$ cat config.mk
export PLATFORM = sky130hd
export DESIGN_NAME = counter_nbit_sync
export DESIGN_NICKNAME = d
export VERILOG_FILES = /design/src/rtl/counter_nbit_sync.sv
export SDC_FILE = /design/constraint.sdc
export NUM_CORES = 1
export LEC_CHECK = 0
export BUFFER_PORTS_ARGS = -buffer_cell sky130_fd_sc_hd__buf_2
export CAP_MARGIN = 20
export CORE_AREA = 2 2 39 41
export DETAILED_ROUTE_END_ITERATION = 8
export DIE_AREA = 0 0 41 43
export GPL_ROUTABILITY_DRIVEN = 0
export GPL_TIMING_DRIVEN = 0
export PLACE_DENSITY = 0.63
export SYNTH_ARGS = -nofsm -noshare
export SYNTH_HDL_FRONTEND = slang
export SYNTH_SLANG_ARGS = --single-unit
$ cat constraint.sdc
create_clock -name CLK -period 1.65 [get_ports CLK]
set_input_delay 0.2475 -clock CLK [delete_from_list [all_inputs] [get_ports CLK]]
set_output_delay 0.2475 -clock CLK [all_outputs]
set_load 0.02 [all_outputs]
$ cat src/rtl/counter_nbit_sync.sv
// Parametrised synchronous up/down counter with modulus, wrap/saturate mode,
// parallel load, clock-enable prescaler, registered terminal-count pulse and sticky overflow.
module counter_nbit_sync #(
  parameter int     WIDTH    = 4,
  parameter longint MODULUS  = 16,
  parameter bit     SATURATE = 1'b0,
  parameter int     PRESCALE = 1
) (
  input  logic             CLK,
  input  logic             RST,
  input  logic             EN,
  input  logic             UP,
  input  logic             LD,
  input  logic [WIDTH-1:0] D,
  input  logic             CLR_OVF,
  output logic [WIDTH-1:0] Q,
  output logic             TC,
  output logic             OVF
);

  localparam int               PW      = (PRESCALE > 1) ? $clog2(PRESCALE) : 1;
  localparam logic [WIDTH-1:0] MAX_Q   = WIDTH'(MODULUS - 1);
  localparam logic [WIDTH:0]   MOD_EXT = (WIDTH + 1)'(MODULUS);
  localparam logic [PW-1:0]    PRE_MAX = PW'(PRESCALE - 1);

  logic [WIDTH-1:0] q;
  logic [WIDTH-1:0] q_next;
  logic [PW-1:0]    pre;
  logic [PW-1:0]    pre_next;
  logic             tc;
  logic             tc_next;
  logic             ovf;
  logic             ovf_next;

  logic [WIDTH-1:0] d_clamped;
  logic             at_max;
  logic             at_min;
  logic             step;

  // A load value outside the count range is pinned to the top of the range.
  assign d_clamped = ({1'b0, D} >= MOD_EXT) ? MAX_Q : D;
  assign at_max    = (q == MAX_Q);
  assign at_min    = (q == '0);
  assign step      = EN && (pre == PRE_MAX);

  always_comb begin
    q_next   = q;
    pre_next = pre;
    tc_next  = 1'b0;
    ovf_next = ovf & ~CLR_OVF;

    if (LD) begin
      q_next   = d_clamped;
      pre_next = '0;
    end else if (EN) begin
      if (!step) begin
        pre_next = pre + PW'(1);
      end else begin
        pre_next = '0;
        if (UP) begin
          if (at_max) begin
            q_next   = SATURATE ? q : '0;
            tc_next  = 1'b1;
            ovf_next = 1'b1;
          end else begin
            q_next = q + WIDTH'(1);
          end
        end else begin
          if (at_min) begin
            q_next   = SATURATE ? q : MAX_Q;
            tc_next  = 1'b1;
            ovf_next = 1'b1;
          end else begin
            q_next = q - WIDTH'(1);
          end
        end
      end
    end
  end

  always_ff @(posedge CLK) begin
    if (RST) begin
      q   <= '0;
      pre <= '0;
      tc  <= 1'b0;
      ovf <= 1'b0;
    end else begin
      q   <= q_next;
      pre <= pre_next;
      tc  <= tc_next;
      ovf <= ovf_next;
    end
  end

  assign Q   = q;
  assign TC  = tc;
  assign OVF = ovf;

endmodule

# == Word level (Yosys, flattened, before mapping) ==
# Index checks and enable logic that the tools add are counted.
# classes
mux,16
mul,0
reduce_logical,7
addsub,3
bitwise_logic,5
order_cmp,0
n_shift,0
div,0
n_eq_ne,1
# ops
op,count
4-bit two-way mux,6
1-bit two-way mux,10
"4-bit by 1-bit adder with 4-bit output, second input constant",1
"4-bit == test, second input constant",1
4-bit zero test,1
1-bit inverter,4
2-bit nonzero test,2
4-bit OR reduction,1
"4-bit by 1-bit subtractor with 4-bit output, second input constant",1
2-bit AND reduction,1
2-bit OR reduction,1
"1-bit adder, second input constant",1
1-bit bitwise AND,1
1-bit logical AND,1
# totals
n_memories,0
word_cells,36
ff_bits,7
ram_bits,0
in_bits,10
mem_bits_ro,0
latch_bits,0

# == Longest topological paths before layout ==
# Gate-level depths: netlist (run 1).
# logic_depth
depth_word,7
mapped_depth,6
depth_no_buf,6

# == Worst setup path after synthesis (run 1) ==
# Ideal clock, no wire load.
# synth_timing
kind,register -> register
start,reg q[0] (netlist: Q[0])
end,reg q[3] (netlist: Q[3])
setup_ns,0.130
arrival_ns,1.380
required_ns,1.520
path_slack_ns,0.140
stages_incl_launch_ff,7
path_buffers,0
cell_sequence,dfxtp_1 -> inv_1 -> ha_1 -> nor4b_2 -> a211oi_1 -> o21a_1 -> a2111oi_2
# synth_between
elab_chain_cells,6
# synth_lines
item,line,text
start: declaration,26,logic [WIDTH-1:0] q;
start signal: assignment,88,q <= q_next;
4-bit by 1-bit subtractor with 4-bit output (tied with other cells),74,q_next = q - WIDTH'(1);
4-bit two-way mux (on tied branches),"69, 61",
4-bit two-way mux *,60,if (UP) begin
4-bit two-way mux *,56,if (!step) begin
4-bit two-way mux *,55,end else if (EN) begin
4-bit two-way mux *,52,if (LD) begin
# Mark *: on every way between the ends. The rest lies on a longest branch, timed or not. The select of a mux whose other input is x is not followed.
# A chain may end at the register's enable or synchronous reset.

# == Final worst setup path (run 1) ==
# Ends and elaborated chain as after synthesis.

==> flow_metrics.py, run 1 <==
metrics = {
    "power": {
        "p_leak_nw": 0.264,
        "power_switching_mw": 0.136,
        "vdd_drop_max_mv": 0.316,
        "p_int_mw": 0.326,
        "power_mw": 0.462,
        "clockPowerShare_pct": 34.0,
        "p_seq_share_pct": 42.6,
        "pwr-share-comb_pct": 23.3,
        "p_sw_share_pct": 29.5,
        "power_density_nw_per_um2": 828,
    },
    "clock_network": {
        "cts_buffers": 3,
        "cts_num_sinks": 7,
        "htree_levels": 1,
        "cts_buffer_depth": 2,
        "tritoncts": "built",
        "cts_hold_buf": 0,
        "worst_skew_pair.late_latency_ns": 0.25,
        "cts.reportedPaths.clkPinSlew_ns": 0.06,
        "cts_root_buf": "clkbuf_4",
    },
    "global_route": {
        "grt-ovfl-total": 0,
        "grt_max_degree": 11,
        "grt_pass1_vias": 358,
        "track_usage_pct": 11.4,
        "grt_antenna_before_repair": 0,
        "grt_pass1_wl_um": 1370,
    },
    "critical_path": {
        "crit_path_end_kind": "flop",
        "worstPathCellList": "inv_1 > ha_1 > nor4b_2 > a211oi_1 > o21a_1 > a2111oi_2",
        "cp_top_family": "compound AO/OA/AOI/OAI gates",
        "cp.depth": 6,
        "crit_type": "reg -> reg",
        "max_stage_delay_ns": 0.47,
        "crit_required_ns": 1.78,
        "r2r_cells": 6,
        "path_max_fanout": 7,
        "arrival_ns": 1.66,
        "path_buf_inv": 1,
        "cp-start-kind": "flop",
        "crit_slowest_cell": "dfxtp_1",
    },
    "die": {
        "core_area_sq_um": 1380,
        "die_area_sq_um": 1760,
        "die_h_um": 43,
        "start_util_pct": 31.6,
        "ioPinCount": 16,
        "core.rowCount": 14,
        "die_x_um": 41,
    },
    "logic_synthesis": {
        "netlist_top_cells_area": "dfxtp_1 32%, xnor2_1 6.0%, ha_1 5.7%",
        "postSynthCellCount": 48,
        "synth.distinct_cells": 26,
        "syn_avg_cell_area_sq_um": 9.10,
        "syn_area_sq_um": 437,
        "ys_seq_area_share_pct": 32.1,
        "syn_nets": 60,
        "synth_top_area_share_pct": 32.1,
        "yosys.area.top_type": "dfxtp_1",
        "synth_edf_count": 0,
        "synthFlopType": "dfxtp_1",
        "async_flop_share_pct": 0,
        "ys_ff_latch": 7,
        "ys_warn_count": 0,
    },
    "timing": {
        "drv_slew": 0,
        "max-slew-margin-rel_pct": 74.5,
        "holdWs_ns": 0.189,
        "fin_worst_skew_ns": 0.00156,
        "final.setup.tns_ns": 0,
        "rsz0062_at_grt": "no",
        "clock.fmax_mhz": 653,
        "hold_viol": 0,
        "setup_viol": 0,
        "period_share_pct": 92.8,
        "period_minus_slack_ns": 1.53,
        "tightest_slew_ns": 0.383,
    },
    "placed_design": {
        "hpwl_um": 675,
        "port_buffers": 15,
        "placedInstanceArea_sq_um": 532,
    },
    "finish": {
        "nets": 80,
        "stdcell_area_sq_um": 558,
        "layout-drive-gt1-share_pct": 32.8,
        "final_common_cell": "buf_2",
        "syn2layout_area_growth_pct": 27.8,
        "n_fill_cell": 156,
        "multi_input_area_sq_um": 278,
        "final_cell_mix": "15 x buf_2, 7 x dfxtp_1, 4 x inv_1",
        "postLayoutCoreUtil_pct": 40.3,
        "antenna_cells": 0,
        "register_area_sq_um": 140,
    },
    "route": {
        "initialDrtViolationCount": 3,
        "wl_um": 904,
        "dr_total_vias": 400,
        "drc": 0,
        "wl_per_cell_um": 10.9,
        "first_pass_iters": 2,
        "postRouteAntennaNets": 0,
        "vias_per_cell": 4.82,
    },
    "flow_run": {
        "cap_violations": 0,
    },
    "worst_hold_path": {
        "min_path_cells": 2,
        "worstHoldPathType": "in -> reg",
    },
    "outcome": {
        "status": "completed",
    },
}
==> stage by stage <==
step,worst slack (ns),cells
2_1_floorplan,0.140,48
3_3_place_gp,0.156,79
3_5_place_dp,0.122,79
4_1_cts,0.105,83
5_1_grt,0.0212,83
6_report,0.119,83
==> state kept, by name, indices dropped and copies added (netlist names) <==
signal  count
OVF         1
TC          1
Q           4
pre         1
==> Yosys cell counts (all sizes together), types with 2 or more instances <==
cell	count
o21a	2
nor2	2
xnor2	3
nor3	3
mux2i	2
dfxtp	7
ha	2
o21ai	4
nand2	2
nor2b	3
inv	4
nor4b	2
==> layer usage <==
| layer | track usage (%) | vias to the layer above | share of wire (%) |
|---|---|---|---|
| li1 | - | 208 | - |
| met1 | 13.3 | 184 | 48 |
| met2 | 17.8 | 8 | 49 |
| met3 | 1.57 | 0 | 3.3 |
| met4 | 8.00 | 0 | 0 |
| met5 | 0 | - | 0 |
==> worst register-to-register path, cell delays in order, from the launching register on <==
cell and delay, ns:
dfxtp_1 0.47, inv_1 0.08, ha_1 0.21, nor4b_2 0.17
a211oi_1 0.25, o21a_1 0.18, a2111oi_2 0.06
==> power groups by stage <==
stage	clock, mW	sequential (mW)	combinational (mW)
2_1_floorplan	0	0.209	0.0630
3_3_place_gp	0	0.200	0.107
3_5_place_dp	0	0.200	0.108
4_1_cts	0.167	0.197	0.109
5_1_grt	0.167	0.199	0.121
6_report	0.157	0.197	0.108
==> path summary, 6_finish.rpt <==
check                           slack, ns  endpoint  start
worst min-delay path                 0.19       pre     EN
worst min register to register       0.48       pre    pre
worst max register to register       0.12      Q[3]   Q[0]
worst max-delay path                 0.12      Q[3]   Q[0]
==> kinds of logic (layout without fill, tap and decap cells) <==
family / count (synthesis) / in the layout / share of synthesized area, %
simple gates: 16 / 16 / 25.5
buf+inv: 5 / 24 / 4.30
xor+xnor: 4 / 4 / 8.02
compound gates: 12 / 12 / 19.8
mux: 2 / 2 / 4.58
flops: 7 / 7 / 32.1
fa+ha+maj: 2 / 2 / 5.73
==> cell type report <==
type                       count  share of cell area (%)
multi-input combinational     36                    49.8
sequential                     7                    25.1
timing repair buffer          15                    13.5
clock buffer                   4                    4.71
tap                           16                    3.59
inverter                       4                    2.69
buffer                         1                   0.673
==> what timing repair did <==
item	4_1_cts	5_1_grt
resized for setup	0	1
buffers inserted	0	0
endpoints found under the setup margin	0	1
Note: power is estimated with default switching activity, not from simulation.
==> inputs of run 2 (changes only) <==
--- a/config.mk
+++ b/config.mk
@@ -5,6 +5,7 @@
 export SDC_FILE = /design/constraint.sdc
 export NUM_CORES = 1
 export LEC_CHECK = 0
+export ABC_AREA = 1
 export BUFFER_PORTS_ARGS = -buffer_cell sky130_fd_sc_hd__buf_2
 export CAP_MARGIN = 20
 export CORE_AREA = 2 2 39 41
@@ -12,7 +13,8 @@
 export DIE_AREA = 0 0 41 43
 export GPL_ROUTABILITY_DRIVEN = 0
 export GPL_TIMING_DRIVEN = 0
-export PLACE_DENSITY = 0.63
+export PLACE_DENSITY = 0.64
+export SLEW_MARGIN = 20
 export SYNTH_ARGS = -nofsm -noshare
 export SYNTH_HDL_FRONTEND = slang
 export SYNTH_SLANG_ARGS = --single-unit
==> run 2 against run 1 <==
Register-to-register slack better by 0.16 ns. Clock power is 5% lower. Power is 2.4% lower. Count of clock-buffer cells in the layout stayed put. Critical path depth is 2 higher. Sequential share of layout area is 0.44 points lower. Core utilization is 0.72 points higher. Fmax is 12% higher. Hold slack worse by 0.010 ns. Final area is 1.8% higher. Non-clock buffer count stayed put. Routed wire length is 4.5% higher. Largest cell class unchanged.
==> flow_metrics.py, run 2 <==
metrics = {
    "outcome": {
        "status": "completed",
    },
    "timing": {
        "period_minus_slack_ns": 1.37,
        "drv_slew": 0,
        "holdWs_ns": 0.179,
        "final.setup.tns_ns": 0,
        "max-slew-margin-rel_pct": 79.9,
        "period_share_pct": 83.0,
        "fin_worst_skew_ns": 0.000664,
        "clock.fmax_mhz": 730,
        "rsz0062_at_grt": "no",
        "setup_viol": 0,
        "tightest_slew_ns": 0.301,
        "hold_viol": 0,
    },
    "critical_path": {
        "crit_required_ns": 1.78,
        "crit_type": "reg -> reg",
        "r2r-start": "Q[0]",
        "crit_path_end_kind": "flop",
        "r2r_cells": 8,
        "cp-start-kind": "flop",
        "r2r-end": "Q[3]",
        "path_max_fanout": 6,
        "rrSetupSlack_ns": 0.28,
        "arrival_ns": 1.50,
        "max_stage_delay_ns": 0.44,
        "crit_top_cell": "inv_1",
        "crit_slowest_cell": "dfxtp_1",
        "worstPathCellList": "inv_1 > ha_1 > inv_1 > nor2_1 > a21oi_1 > nand3_1 > nand2_1 > a21oi_2",
    },
    "global_route": {
        "grt_pass1_wl_um": 1350,
        "grt_max_degree": 10,
        "track_usage_pct": 11.4,
        "grt_antenna_before_repair": 0,
        "grt-ovfl-total": 0,
        "grt_pass1_vias": 335,
    },
    "logic_synthesis": {
        "yosysMostFrequentCell": "nand2_1",
        "synth_top_area_share_pct": 31.0,
        "ys_top_cells_by_count": "22 x nand2_1, 10 x inv_1, 7 x dfxtp_1",
        "async_flop_share_pct": 0,
        "postSynthCellCount": 68,
        "synth.distinct_cells": 19,
        "ys_ff_latch": 7,
        "ys_seq_area_share_pct": 31.0,
        "syn_avg_cell_area_sq_um": 6.64,
        "yosys.area.top_type": "dfxtp_1",
        "syn_nets": 80,
        "syn_area_sq_um": 452,
        "synth_edf_count": 0,
        "ys_warn_count": 0,
        "netlist_top_cells_area": "dfxtp_1 31%, nand2_1 18%, inv_1 8.3%",
        "synthFlopType": "dfxtp_1",
    },
    "finish": {
        "nets": 99,
        "syn2layout_area_growth_pct": 25.8,
        "final_common_cell": "nand2_1",
        "postLayoutCoreUtil_pct": 41.0,
        "layout-drive-gt1-share_pct": 25.6,
        "largest_reg_flops": 4,
        "antenna_cells": 0,
        "final_cell_mix": "22 x nand2_1, 15 x buf_2, 10 x inv_1",
    },
    "flow_run": {
        "cap_violations": 0,
    },
    "clock_network": {
        "cts_num_sinks": 7,
        "cts_setup_buffers": 0,
        "tritoncts": "built",
        "cts_root_buf": "clkbuf_4",
        "cts_buffers": 3,
        "cts.reportedPaths.clkPinSlew_ns": 0.05,
        "htree_levels": 1,
        "cts_hold_buf": 0,
        "cts_buffer_depth": 2,
        "worst_skew_pair.late_latency_ns": 0.24,
        "post_cts_resized": 0,
    },
    "power": {
        "p_leak_nw": 0.285,
        "power_density_nw_per_um2": 794,
        "vdd_drop_max_mv": 0.448,
    },
    "die": {
        "die_h_um": 43,
        "core.rowCount": 14,
        "die_x_um": 41,
        "start_util_pct": 32.6,
        "core_area_sq_um": 1380,
        "die_area_sq_um": 1760,
        "ioPinCount": 16,
    },
    "placed_design": {
        "port_buffers": 14,
        "hpwl_um": 732,
    },
    "worst_hold_path": {
        "min_path_cells": 2,
        "hp-start": "CLR_OVF",
        "worstHoldPathType": "in -> reg",
        "holdPathEnd": "OVF",
    },
    "route": {
        "wl_per_cell_um": 9.26,
        "vias_per_cell": 4.61,
        "initialDrtViolationCount": 12,
        "first_pass_iters": 5,
        "dr_total_vias": 470,
        "postRouteAntennaNets": 0,
        "drc": 0,
        "wl_um": 945,
    },
}
[run 2: worst max-delay path, delay by kind of cell, from the launching register on]
family,cells,cell delay [ns]
compound gates,2,0.18
fa+ha+maj,1,0.23
buf+inv,2,0.20
flops,1,0.44
simple gates,3,0.21
[run 2: stage by stage]
step	total power, mW	area, sq um	worst slack (ns)	std cells
after global routing	0.482	568	0.161	102
after detailed placement	0.306	542	0.314	98
after CTS	0.461	568	0.305	102
final	0.451	568	0.281	102
after floorplan	0.270	452	0.306	68
after global placement	0.304	542	0.328	98
[run 2: worst max path at each step]
stage	slack (ns)	from	depth (start not counted)	end
after floorplan	0.31	Q[0]	8	Q[3]
final	0.28	Q[0]	8	Q[3]
after global placement	0.33	Q[0]	8	Q[3]
after global routing	0.16	Q[1]	8	Q[3]
after CTS	0.31	Q[0]	8	Q[3]
after detailed placement	0.31	Q[0]	8	Q[3]
[run 2: per-layer routing]
layer	vias up	global-route usage, %	routed length (um)
met1	199	14.7	494
met2	15	16.6	415
li1	256	-	-
met3	0	6.28	35
met4	0	2.00	0
met5	-	0	0
[run 2: final cells by class]
class | instances | area, sq um
inverters | 10 | 37.5
repair buffers | 14 | 70.1
flip-flops and latches | 7 | 140
fillers | 155 | 816
clock buffers | 4 | 26.3
well taps | 16 | 20.0
plain buffers | 2 | 16.3
multi-input cells | 49 | 258
[run 2: cell families after synthesis]
kind of cell | synth area share [%]
AND/OR/NAND/NOR | 35.5
buffers and inverters | 11.9
AO/OA/AOI/OAI | 14.1
flip-flops | 31.0
adder cells (fa/ha/maj) | 5.54
XOR/XNOR | 1.94
[run 2: power breakdown]
part,switching [mW],internal [mW]
Sequential,0.0140,0.179
Clock,0.0569,0.0919
Combinational,0.0634,0.0461
Total,0.134,0.317
==> inputs of run 3 (changes only) <==
--- a/config.mk
+++ b/config.mk
@@ -5,7 +5,7 @@
 export SDC_FILE = /design/constraint.sdc
 export NUM_CORES = 1
 export LEC_CHECK = 0
-export ABC_AREA = 1
+export ABC_AREA = 0
 export BUFFER_PORTS_ARGS = -buffer_cell sky130_fd_sc_hd__buf_2
 export CAP_MARGIN = 20
 export CORE_AREA = 2 2 39 41
@@ -13,7 +13,7 @@
 export DIE_AREA = 0 0 41 43
 export GPL_ROUTABILITY_DRIVEN = 0
 export GPL_TIMING_DRIVEN = 0
-export PLACE_DENSITY = 0.64
+export PLACE_DENSITY = 0.65
 export SLEW_MARGIN = 20
 export SYNTH_ARGS = -nofsm -noshare
 export SYNTH_HDL_FRONTEND = slang
==> constraint.sdc (replaced) <==
create_clock -name CLK -period 1.1 [get_ports CLK]
set_input_delay 0.165 -clock CLK [delete_from_list [all_inputs] [get_ports CLK]]
set_output_delay 0.165 -clock CLK [all_outputs]
set_load 0.02 [all_outputs]
==> run 3 against run 2 <==
The flow now finishes with violations (setup timing). Largest power group unchanged. Sequential power up 55%. Non-clock buffer count up 3. Setup slack worse by 0.51 ns. Die area unchanged.
==> flow_metrics.py, run 3 (synthesis results as in run 1) <==
metrics = {
    "route": {
        "first_pass_iters": 6,
        "wl_per_cell_um": 10.8,
        "dr_total_vias": 414,
        "initialDrtViolationCount": 8,
        "postRouteAntennaNets": 0,
        "drc": 0,
        "vias_per_cell": 4.81,
        "wl_um": 927,
    },
    "finish": {
        "syn2layout_area_growth_pct": 46.7,
        "nets": 83,
        "largest_reg_flops": 4,
        "layout-drive-gt1-share_pct": 51.4,
        "final_common_cell": "buf_2",
        "layout.cells.non_filler": 86,
        "antenna_cells": 0,
        "postLayoutCoreUtil_pct": 46.3,
    },
    "placed_design": {
        "placed_cells": 79,
        "port_buffers": 15,
        "hpwl_um": 665,
    },
    "die": {
        "core.rowCount": 14,
        "ioPinCount": 16,
        "die_area_sq_um": 1760,
        "core_area_sq_um": 1380,
        "die_x_um": 41,
        "die_h_um": 43,
        "start_util_pct": 31.6,
    },
    "flow_run": {
        "cap_violations": 0,
    },
    "global_route": {
        "grt_max_degree": 11,
        "grt_pass1_wl_um": 1480,
        "grt_pass1_vias": 367,
        "track_usage_pct": 12.2,
        "grt-ovfl-total": 0,
        "grt_antenna_before_repair": 0,
    },
    "worst_hold_path": {
        "worstHoldPathType": "in -> reg",
        "hp-start": "EN",
    },
    "critical_path": {
        "arrival_ns": 1.47,
        "crit_required_ns": 1.24,
        "path_max_fanout": 5,
        "cp-start-kind": "flop",
        "cp-startpoint": "Q[0]",
        "crit_path_end_kind": "flop",
        "r2r-start": "Q[0]",
        "crit_type": "reg -> reg",
    },
    "timing": {
        "clock.fmax_mhz": 753,
        "fin_worst_skew_ns": 0.00293,
        "period_minus_slack_ns": 1.33,
        "rsz0062_at_grt": "yes",
        "setup_viol": 5,
        "fin_ws_ns": -0.227,
        "tightest_slew_ns": 0.383,
        "drv_slew": 0,
        "max-slew-margin-rel_pct": 74.5,
        "period_share_pct": 121,
        "hold_viol": 0,
    },
    "clock_network": {
        "cts_buffer_depth": 2,
        "htree_levels": 1,
        "cts_num_sinks": 7,
        "tritoncts": "built",
        "worst_skew_pair.late_latency_ns": 0.25,
        "cts_root_buf": "clkbuf_4",
        "cts_buffers": 3,
        "cts_hold_buf": 0,
        "cts.reportedPaths.clkPinSlew_ns": 0.05,
    },
    "power": {
        "vdd_drop_max_mv": 0.580,
        "p_leak_nw": 0.295,
        "power_density_nw_per_um2": 1150,
    },
    "outcome": {
        "status": "finished with violations",
        "violations": "setup timing",
    },
}
==> run 3: worst paths after layout <==
path | to | slack (ns) | cells past startpoint
setup / recovery | Q[3] | -0.23 | 6
hold / removal | pre | 0.1 | 2
setup reg to reg | Q[3] | -0.23 | 6
hold reg to reg | pre | 0.48 | 1
==> run 3: power breakdown <==
| group | total [mW] | switching (mW) | leakage [nW] | internal (mW) |
|---|---|---|---|---|
| Sequential | 0.300 | 0.0301 | 0.0598 | 0.270 |
| Clock | 0.230 | 0.0913 | 0.0150 | 0.138 |
| Combinational | 0.205 | 0.0960 | 0.220 | 0.109 |
==> run 3: area by class of cell <==
cell class	count	area [sq um]
clock buffers	4	26.3
well taps	16	20.0
inverters	4	15.0
fillers	140	743
multi-input cells	36	327
flip-flops and latches	7	151
plain buffers	1	3.75
repair buffers	18	97.6
==> run 3: per-layer routing <==
layer / GRT usage [%] / vias up / wire (um)
met1: 17.8 / 194 / 444
met3: 1.57 / 0 / 24
met5: 0 / - / 0
met4: 6.00 / 0 / 0
li1: - / 213 / -
met2: 16.9 / 7 / 457
==> run 3: critical path: stages, from the launching register on <==
cell	delay [ns]
dfxtp_4	0.36
inv_2	0.07
ha_4	0.13
nor4b_4	0.20
a211oi_1	0.07
o21a_1	0.12
a2111oi_2	0.27
==> run 3: repair_timing <==
item                                    4_1_cts  5_1_grt
cloned                                        0        0
gates resized for setup                       2        4
endpoints found under the setup margin        6        6
setup buffers                                 3        0
==> run 3: stage by stage <==
stage | area (sq um) | hold slack (ns) | power, mW | setup TNS (ns) | setup WS [ns]
after floorplan | 479 | 0.227 | 0.429 | -0.545 | -0.216
after global placement | 574 | 0.358 | 0.484 | -0.746 | -0.242
after detailed placement | 574 | 0.363 | 0.487 | -0.788 | -0.252
after CTS | 624 | 0.0984 | 0.737 | -0.702 | -0.234
final | 641 | 0.0994 | 0.735 | -0.683 | -0.227
after global routing | 641 | 0.0906 | 0.791 | -1.09 | -0.300
